==> src/rtl/icache_pkg.sv <==
// Shared types and constants for the direct-mapped instruction cache.
package icache_pkg;

    localparam int IIDX_W = 4;
    localparam int ITAG_W = 30 - IIDX_W;

    typedef struct packed {
        logic [ITAG_W-1:0] tag;
        logic [IIDX_W-1:0] idx;
        logic [1:0]        bytoff;
    } icachef_t;

    typedef struct packed {
        logic              valid;
        logic [ITAG_W-1:0] tag;
        logic [31:0]       data;
    } icache_frame_t;

    function automatic logic [31:0] wordAlign(input logic [31:0] addr);
        return addr & 32'hFFFF_FFFC;
    endfunction

endpackage

==> src/rtl/icache_if.sv <==
// Fetch-side and memory-side signals of the instruction cache.
interface icache_if;

    logic        imemREN;
    logic [31:0] imemaddr;
    logic        ihit;
    logic [31:0] imemload;
    logic        iREN;
    logic [31:0] iaddr;
    logic        iwait;
    logic [31:0] iload;

    modport slave (
        input  imemREN, imemaddr, iwait, iload,
        output ihit, imemload, iREN, iaddr
    );

    modport master (
        output imemREN, imemaddr, iwait, iload,
        input  ihit, imemload, iREN, iaddr
    );

endinterface

==> src/rtl/icache.sv <==
// Direct-mapped, one-word-block, read-only instruction cache: hits are served
// combinationally, misses fetch one word from memory and then hit.
module icache
    import icache_pkg::*;
#(
    parameter int          NUM_SETS = 2 ** IIDX_W,
    parameter logic [31:0] PC_INIT  = 32'h0
) (
    input  logic     CLK,
    input  logic     nRST,
    icache_if.slave  bus
);

    localparam int IDX_W = $clog2(NUM_SETS);
    localparam int TAG_W = 30 - IDX_W;

    typedef enum logic {IDLE, MISS} state_t;

    typedef struct packed {
        logic             valid;
        logic [TAG_W-1:0] tag;
        logic [31:0]      data;
    } frame_t;

    state_t      state_q, state_d;
    logic [31:0] missAddr_q, missAddr_d;
    frame_t      frames_q [NUM_SETS];

    logic [31:0]      reqAddr;
    logic [IDX_W-1:0] reqIdx;
    logic [TAG_W-1:0] reqTag;
    logic [IDX_W-1:0] missIdx;
    logic [TAG_W-1:0] missTag;
    logic             hit;
    logic             fill;
    logic             unusedPcInit;

    assign unusedPcInit = ^PC_INIT;

    assign reqAddr = wordAlign(bus.imemaddr);
    assign reqIdx  = reqAddr[IDX_W+1:2];
    assign reqTag  = reqAddr[31:IDX_W+2];
    assign missIdx = missAddr_q[IDX_W+1:2];
    assign missTag = missAddr_q[31:IDX_W+2];
    assign hit     = frames_q[reqIdx].valid && (frames_q[reqIdx].tag == reqTag);

    always_ff @(posedge CLK or negedge nRST) begin
        if (!nRST) begin
            state_q    <= IDLE;
            missAddr_q <= '0;
        end else begin
            state_q    <= state_d;
            missAddr_q <= missAddr_d;
        end
    end

    // Fills overwrite the frame unconditionally, so conflict misses simply evict.
    always_ff @(posedge CLK or negedge nRST) begin
        if (!nRST) begin
            for (int i = 0; i < NUM_SETS; i++) begin
                frames_q[i] <= '0;
            end
        end else if (fill) begin
            frames_q[missIdx] <= '{valid: 1'b1, tag: missTag, data: bus.iload};
        end
    end

    always_comb begin
        state_d      = state_q;
        missAddr_d   = missAddr_q;
        fill         = 1'b0;
        bus.ihit     = 1'b0;
        bus.imemload = '0;
        bus.iREN     = 1'b0;
        bus.iaddr    = '0;
        case (state_q)
            IDLE: begin
                if (bus.imemREN) begin
                    if (hit) begin
                        bus.ihit     = 1'b1;
                        bus.imemload = frames_q[reqIdx].data;
                    end else begin
                        missAddr_d = reqAddr;
                        state_d    = MISS;
                    end
                end
            end
            MISS: begin
                // The fetch runs to completion on the latched address even if
                // the datapath has moved on; the request is re-checked in IDLE.
                bus.iREN  = 1'b1;
                bus.iaddr = missAddr_q;
                if (!bus.iwait) begin
                    fill    = 1'b1;
                    state_d = IDLE;
                end
            end
            default: state_d = IDLE;
        endcase
    end

endmodule

==> src/flat_wrapper.sv <==
// flat-port wrapper written by rule: the top's interface ports become plain ports
module icache_flat import icache_pkg::*;
#(
    parameter int          NUM_SETS = 2 ** IIDX_W,
    parameter logic [31:0] PC_INIT  = 32'h0
)
  (CLK, nRST, bus_imemREN, bus_imemaddr, bus_iwait, bus_iload, bus_ihit, bus_imemload, bus_iREN, bus_iaddr);
  icache_if bus_i ();
  input  logic CLK;
  input  logic nRST;
  input wire logic [$bits(bus_i.imemREN)-1:0] bus_imemREN;
  input wire logic [$bits(bus_i.imemaddr)-1:0] bus_imemaddr;
  input wire logic [$bits(bus_i.iwait)-1:0] bus_iwait;
  input wire logic [$bits(bus_i.iload)-1:0] bus_iload;
  output wire logic [$bits(bus_i.ihit)-1:0] bus_ihit;
  output wire logic [$bits(bus_i.imemload)-1:0] bus_imemload;
  output wire logic [$bits(bus_i.iREN)-1:0] bus_iREN;
  output wire logic [$bits(bus_i.iaddr)-1:0] bus_iaddr;
  assign bus_i.imemREN = bus_imemREN;
  assign bus_i.imemaddr = bus_imemaddr;
  assign bus_i.iwait = bus_iwait;
  assign bus_i.iload = bus_iload;
  assign bus_ihit = bus_i.ihit;
  assign bus_imemload = bus_i.imemload;
  assign bus_iREN = bus_i.iREN;
  assign bus_iaddr = bus_i.iaddr;
  icache #(.NUM_SETS(NUM_SETS), .PC_INIT(PC_INIT)) u_core (.CLK(CLK), .nRST(nRST), .bus(bus_i));
endmodule
==> config.mk <==
export PLATFORM = sky130hd
export DESIGN_NAME = icache_flat
export DESIGN_NICKNAME = d
export VERILOG_FILES = /design/src/rtl/icache_pkg.sv /design/src/rtl/icache_if.sv /design/src/rtl/icache.sv /design/src/flat_wrapper.sv
export SDC_FILE = /design/constraint.sdc
export NUM_CORES = 1
export LEC_CHECK = 0
export BUFFER_PORTS_ARGS = -buffer_cell sky130_fd_sc_hd__buf_2
export CAP_MARGIN = 10
export CORE_ASPECT_RATIO = 0.6
export CORE_MARGIN = 4
export CORE_UTILIZATION = 50
export DETAILED_ROUTE_END_ITERATION = 8
export GPL_TIMING_DRIVEN = 0
export PLACE_DENSITY_LB_ADDON = 0.12
export REMOVE_ABC_BUFFERS = 1
export SYNTH_ARGS = -nofsm -noshare
export SYNTH_HDL_FRONTEND = slang
export SYNTH_SLANG_ARGS = --single-unit
==> constraint.sdc <==
create_clock -name CLK -period 4.4 [get_ports CLK]
set_input_delay 0.22 -clock CLK [delete_from_list [all_inputs] [get_ports CLK]]
set_output_delay 0.22 -clock CLK [all_outputs]
set_load 0.02 [all_outputs]
==> impl_metrics.env, run 1 <==
export IMPL_start_util=0.5058
export IMPL_layout_setup_ws_ps=-321.5
export IMPL_cts_buffers=91
export IMPL_finalCritPeriodShare=1.073
export IMPL_drtAntennaViolNets=0
export IMPL_worstPathRequired_ps=4180
export IMPL_grt_pass1_wl_um=177700
export IMPL_firstDrtPassIters=5
export IMPL_syn2layout_area_growth_pct=15.53
export IMPL_grtUsageMet1=0.3558
export IMPL_worst_pin_slew_ps=1016
export IMPL_row_count=84
export IMPL_dieArea_sq_um=93870
export IMPL_hold_violations=0
export IMPL_ys_ff_latch=975
export IMPL_grt_antenna_before_repair=3
export IMPL_clk_latency_ps=680
export IMPL_nFillCells=6618
export IMPL_yosys_warnings=0
export IMPL_synth_area_per_cell_sq_um=16.03
export IMPL_fin_skew_ps=18.74
export IMPL_placed_cell_area_sq_um=47020
export IMPL_end_kind="output port"
export IMPL_globalRouteTotalUtil=0.2531
export IMPL_arrival_ps=4500
export IMPL_final_cell_mix="dfrtp_1, mux2_2, mux4_2"
export IMPL_wl_um=116100
export IMPL_synth_distinct_cells=57
export IMPL_yosys_most_used_dff="dfrtp_1"
export IMPL_n_antenna_cell=0
export IMPL_drive_gt1_frac=0.5440
export IMPL_clock_fmax_ghz=0.2118
export IMPL_clock_sinks=975
export IMPL_slew_viol_final=0
export IMPL_die_h_um=238.9
export IMPL_ys_seq_area_frac=0.5490
export IMPL_pre_cts_slack_ps=-1281
export IMPL_violations="negative setup slack"
export IMPL_total_power_mw=30.08
export IMPL_use_met3=0.04385
export IMPL_drt_iter0_markers=1360
export IMPL_first_global_vias=27771
export IMPL_startpoint_type="input pin"
export IMPL_final_nets=2962
export IMPL_via_per_inst=6.107
export IMPL_powerDensity_nw_per_um2=585.8
export IMPL_grt_max_degree=129
export IMPL_period_minus_slack_ps=4722
export IMPL_status="complete, but fails checks"
export IMPL_hp_class="input pin to asynchronous set/reset pin"
export IMPL_synth_enable_flop_cells=0
export IMPL_power_leakage_nw=23.34
export IMPL_ios=134
export IMPL_drc=0
export IMPL_use_met2=0.4116
export IMPL_worst_setup_path_type="input pin to output port"
export IMPL_wl_per_cell_um=28.16
export IMPL_rsz0062_at_grt="yes"
export IMPL_core_sq_um=87860
export IMPL_synth_cells=2772
export IMPL_final_cells=4124
export IMPL_clkTransAtPathRegs_ps=70
export IMPL_cts_root_buffer="clkbuf_16"
export IMPL_htreeDepth=3
export IMPL_crit_fanout=63
export IMPL_max_cap_viol_count=0
export IMPL_dieWidth_um=392.9
export IMPL_gr_total_overflow=0
export IMPL_dp_cells=3885
export IMPL_clockBufferDepth=3
export IMPL_cts_tree="built"
export IMPL_ir_drop_uv=344.7
export IMPL_syn_area_sq_um=44440
export IMPL_slew_limit_headroom=0.3211
export IMPL_place_gp_congestion=0.7356
export IMPL_async_flop_share=1.000
export IMPL_num_vias=25185
export IMPL_finalInstanceArea_sq_um=51340
export IMPL_setup_violations=33
export IMPL_layout_commonest_cell="dfrtp_1"
export IMPL_io_buffers=129
export IMPL_hpwl_um=67410
export IMPL_grt_busiest_layer="met2"
[worst paths after layout]
kind	from	to	slack (ps)	cells after the start
setup reg to reg	u_core.frames_q[165]	u_core.missAddr_q[17]	40	10
hold reg to reg	u_core.frames_q[589]	u_core.frames_q[589]	460	1
min in group CLK	bus_imemREN	u_core.missAddr_q[27]	180	3
max in group asynchronous	nRST	u_core.frames_q[804]	1530	6
hold / removal	nRST	u_core.frames_q[843]	90	2
setup / recovery	bus_imemaddr[4]	bus_imemload[15]	-320	12
[area by class of cell]
type,instances,area [sq um],share of cell area
inverters,4,17.52,0.0003412
repair buffers,270,3181,0.06195
well taps,1161,1453,0.02829
clock buffers,135,2758,0.05371
multi-input cells,1552,19280,0.3756
clock inverters,27,249.0,0.004850
flip-flops and latches,975,24400,0.4752
[critical path, cell delays in order]
cell and delay [ps]:
buf_16 260, buf_16 330, mux4_2 570, o22ai_2 210, nor3_2 90, xnor2_2 350
nand4_1 410, or4_4 670, or4b_4 650, buf_12 220, nor2b_4 190, buf_6 150
[metal layers]
metal	part of all wire	up-vias
li1	-	10563
met1	0.45	13839
met2	0.48	575
met3	0.045	206
met4	0.025	2
met5	0.000060	-
[cell usage after synthesis (2+ instances only)]
library cell	instances	area share
mux2_2	946	0.24
o2111ai_1	2	0.00039
xnor2_1	23	0.0045
nand4_1	2	0.00028
nor2b_2	9	0.0018
nor2_1	15	0.0013
a21oi_1	2	0.00023
o2bb2ai_1	3	0.00059
nor2b_1	31	0.0044
dfrtp_1	975	0.55
and2_1	33	0.0046
nor4_1	5	0.00070
o22ai_1	9	0.0013
mux2_1	30	0.0076
nand3_1	5	0.00056
or4_1	3	0.00051
buf_1	71	0.0060
nand2b_1	14	0.0020
nand4b_1	2	0.00039
buf_6	4	0.0010
o31a_1	2	0.00039
mux4_2	244	0.12
mux2i_1	67	0.015
xor2_1	11	0.0022
nor3_1	7	0.00079
nor2b_4	10	0.0031
a22oi_1	6	0.0010
or2_2	6	0.00084
buf_4	11	0.0019
o21ai_0	6	0.00068
a22o_1	2	0.00039
a211oi_1	6	0.0010
inv_1	3	0.00025
buf_2	32	0.0036
nand2_1	23	0.0019
clkbuf_1	124	0.010
a221oi_1	8	0.0016
[repair_timing]
action                                  4_1_cts  5_1_grt
setup buffers                                 7        2
hold endpoints to repair                    660        0
gates cloned                                  8        0
gates resized for setup                      80       16
pin swaps                                     5        4
hold buffers                                 60        0
endpoints found under the setup margin       64       55
[power by group]
group          leakage (nW)  internal [mW]  switching [mW]  total [mW]
combinational          9.30           4.85            2.56        7.40
sequential             12.5           12.6            2.06        14.7
clock                  1.49           4.56            3.45        8.01
[logic make-up (layout without fill, tap and decap cells)]
kind of cell	Yosys count	after routing	synth area share
other	1	2	0.00008438
buffers and inverters	247	436	0.02373
muxes	1287	1287	0.3860
DFF	975	975	0.5490
xor gates and xnor gates	34	34	0.006701
and+or+nand+nor	171	172	0.02438
AOI/OAI and AO/OA	57	57	0.01005
[per-stage QoR]
stage,TNS (ps),util,hold slack (ps)
5_1_grt,-9315,0.5843,105.9
6_report,-8143,0.5843,85.00
3_5_place_dp,-66410,0.5351,195.4
3_3_place_gp,-,0.5179,443.6
2_1_floorplan,-193280,-,-75.59
4_1_cts,-7570,0.5834,56.57
[sequential cells by signal, summed over array words and instances, names as in the netlist]
| register | count |
|---|---|
| u_core.frames_q | 944 |
| u_core.missAddr_q | 30 |
| u_core.state_q | 1 |
Note: power is estimated with default switching activity, not from simulation.
==> run 2, diff against run 1 <==
Settings changed: SKIP_CTS_REPAIR_TIMING set to 1.
==> run 2 against run 1 <==
Effect of this change:
- the flow finishes with violations (negative hold slack, negative setup slack)
- count of clock-buffer cells in the layout stayed put
- non-clock buffer count shrank 36
- sequential share of layout area grew 0.42 points
- largest power group unchanged
- routed wire length is 0.12% lower
- critical path depth decreased by 2
- worst setup slack gained 21 ps
- utilization is 0.51 points lower
- die area did not move
- final cell count fell by 0.85%
- clock power about the same
- register-to-register slack better by 170 ps
- clock skew up 2.5 ps
==> impl_metrics.env, run 2 (synthesis gave the netlist of run 1 again) <==
export IMPL_path_buf_inv=2
export IMPL_drive_gt1_frac=0.5487
export IMPL_slew_viol_final=0
export IMPL_r2r_setup_slack_ps=210
export IMPL_power_leakage_nw=23.15
export IMPL_drc=0
export IMPL_place_gp_congestion=0.7356
export IMPL_firstDrtPassIters=5
export IMPL_finalCritPeriodShare=1.068
export IMPL_critPathTopFamily="simple AND/OR/NAND/NOR gates"
export IMPL_crit_slowest_cell="or4_4"
export IMPL_largest_reg_flops=944
export IMPL_dieArea_sq_um=93870
export IMPL_r2r_end="u_core.missAddr_q[17]"
export IMPL_largest_register="u_core.frames_q"
export IMPL_worst_pin_slew_ps=1016
export IMPL_worst_setup_path_type="register to output port"
export IMPL_worstRegToRegCells=9
export IMPL_clock_fmax_ghz=0.2127
export IMPL_startpoint="u_core.frames_q[342]"
export IMPL_io_buffers=129
export IMPL_fin_skew_ps=21.20
export IMPL_gr_total_overflow=0
export IMPL_startpoint_type="register"
export IMPL_final_cells=4089
export IMPL_pwr_share_seq=0.488
export IMPL_grt_pass1_wl_um=172500
export IMPL_die_h_um=238.9
export IMPL_core_sq_um=87860
export IMPL_critPathCapture="bus_imemload[5]"
export IMPL_layout_commonest_cell="dfrtp_1"
export IMPL_dp_cells=3885
export IMPL_hpwl_um=67410
export IMPL_cts_buffers=91
export IMPL_rsz0062_at_grt="yes"
export IMPL_syn2layout_area_growth_pct=14.52
export IMPL_ir_drop_uv=347.7
export IMPL_hp_class="input pin to register"
export IMPL_num_vias=24984
export IMPL_setup_violations=33
export IMPL_worstPathRequired_ps=4180
export IMPL_globalRouteTotalUtil=0.2439
export IMPL_post_route_util=0.5792
export IMPL_htreeDepth=3
export IMPL_slew_limit_headroom=0.3212
export IMPL_cp_depth=10
export IMPL_switching_share=0.2680
export IMPL_finalInstanceArea_sq_um=50890
export IMPL_first_global_vias=27399
export IMPL_cpPeakStageDelay_ps=650
export IMPL_clock_sinks=975
export IMPL_pre_cts_slack_ps=-1281
export IMPL_wl_per_cell_um=28.37
export IMPL_final_nets=2926
export IMPL_crit_fanout=8
export IMPL_cts_root_buffer="clkbuf_16"
export IMPL_clk_latency_ps=680
export IMPL_drt_iter0_markers=1368
export IMPL_clockBufferDepth=3
export IMPL_power_internal_mw=21.99
export IMPL_reg2reg_from="u_core.frames_q[342]"
export IMPL_dieWidth_um=392.9
export IMPL_period_minus_slack_ps=4701
export IMPL_row_count=84
export IMPL_max_cap_viol_count=0
export IMPL_hold_violations=2
export IMPL_end_kind="output port"
export IMPL_violations="negative hold slack, negative setup slack"
export IMPL_via_per_inst=6.110
export IMPL_layout_setup_ws_ps=-300.7
export IMPL_status="complete, but fails checks"
export IMPL_start_util=0.5058
export IMPL_min_path_cells=2
export IMPL_grt_max_degree=129
export IMPL_comb_power_share=0.245
export IMPL_cts_tree="built"
export IMPL_reg_top3="u_core.frames_q (944), u_core.missAddr_q (30), u_core.state_q (1)"
export IMPL_ios=134
export IMPL_path_cells="mux4_2 -> nor3_1 -> nor3_2 -> xnor2_2 -> nand4_1 -> or4_4 -> or4b_4 -> clkbuf_16 -> nor2b_4 -> buf_6"
export IMPL_drtAntennaViolNets=0
export IMPL_clkTransAtPathRegs_ps=70
export IMPL_p_switching_mw=8.052
export IMPL_final_cell_mix="dfrtp_1, mux2_2, mux4_2"
export IMPL_placed_cell_area_sq_um=47020
export IMPL_wl_um=116000
export IMPL_p_clk_frac=0.267
export IMPL_grt_antenna_before_repair=5
export IMPL_powerDensity_nw_per_um2=590.2
export IMPL_arrival_ps=4480
export IMPL_hold_ws_ps=-1.205
run 2: cell count changes in the layout (fill, tap and decap cells not counted), sizes merged:
cell,delta
bufbuf,-6
clkbuf,+8
diode,+1
buf,-6
dlygate4sd3,-32
run 2: cell type report:
| cell class | count | area (sq um) |
|---|---|---|
| clock inverters | 27 | 249.0 |
| diodes | 1 | 2.502 |
| well taps | 1161 | 1453 |
| fillers | 6661 | 36970 |
| clock buffers | 135 | 2758 |
| repair buffers | 234 | 2733 |
| inverters | 4 | 17.52 |
| multi-input cells | 1552 | 19280 |
| flip-flops and latches | 975 | 24400 |
run 2: worst min-delay path by stage:
stage                                 endpoint  slack, ps                  from
after floorplan             u_core.frames_q[0]        -80                  nRST
after global placement    u_core.frames_q[589]        440  u_core.frames_q[589]
after detailed placement  u_core.frames_q[843]        200                  nRST
after CTS                 u_core.frames_q[843]       -540                  nRST
after global routing      u_core.frames_q[739]        0.5         bus_iload[31]
final                     u_core.frames_q[362]         -1          bus_iload[8]
run 2: worst reg2reg max path, cell delays in order, from the launching register on:
cell and delay [ps]:
dfrtp_1 370, mux4_2 470, nor3_1 220, nor3_2 100
xnor2_2 360, nand4_1 390, or4_4 650, o311ai_4 880
buf_8 270, mux2_1 360
run 2: metal layers:
metal | global-route usage | share of wire
met1 | 0.3410 | 0.44
met2 | 0.3983 | 0.49
met3 | 0.04364 | 0.045
met4 | 0.06596 | 0.022
met5 | 0 | 0.00029
run 2: metrics by stage:
step,hold slack (ps),total power [mW],setup TNS [ps]
finish,-1.205,30.04,-7771
global placement,443.6,21.42,-
CTS,-544.8,30.14,-44960
global route,0.4753,31.63,-11080
detailed placement,195.4,22.06,-66410
floorplan,-75.59,19.66,-193280
run 2: power groups by stage:
stage                     combinational, mW  clock (mW)  sequential (mW)
after floorplan                        5.69           0             14.0
after global placement                 7.00           0             14.4
after detailed placement               7.29           0             14.8
after CTS                              7.32        8.20             14.6
after global routing                   7.98        8.58             15.1
final                                  7.36        8.02             14.7
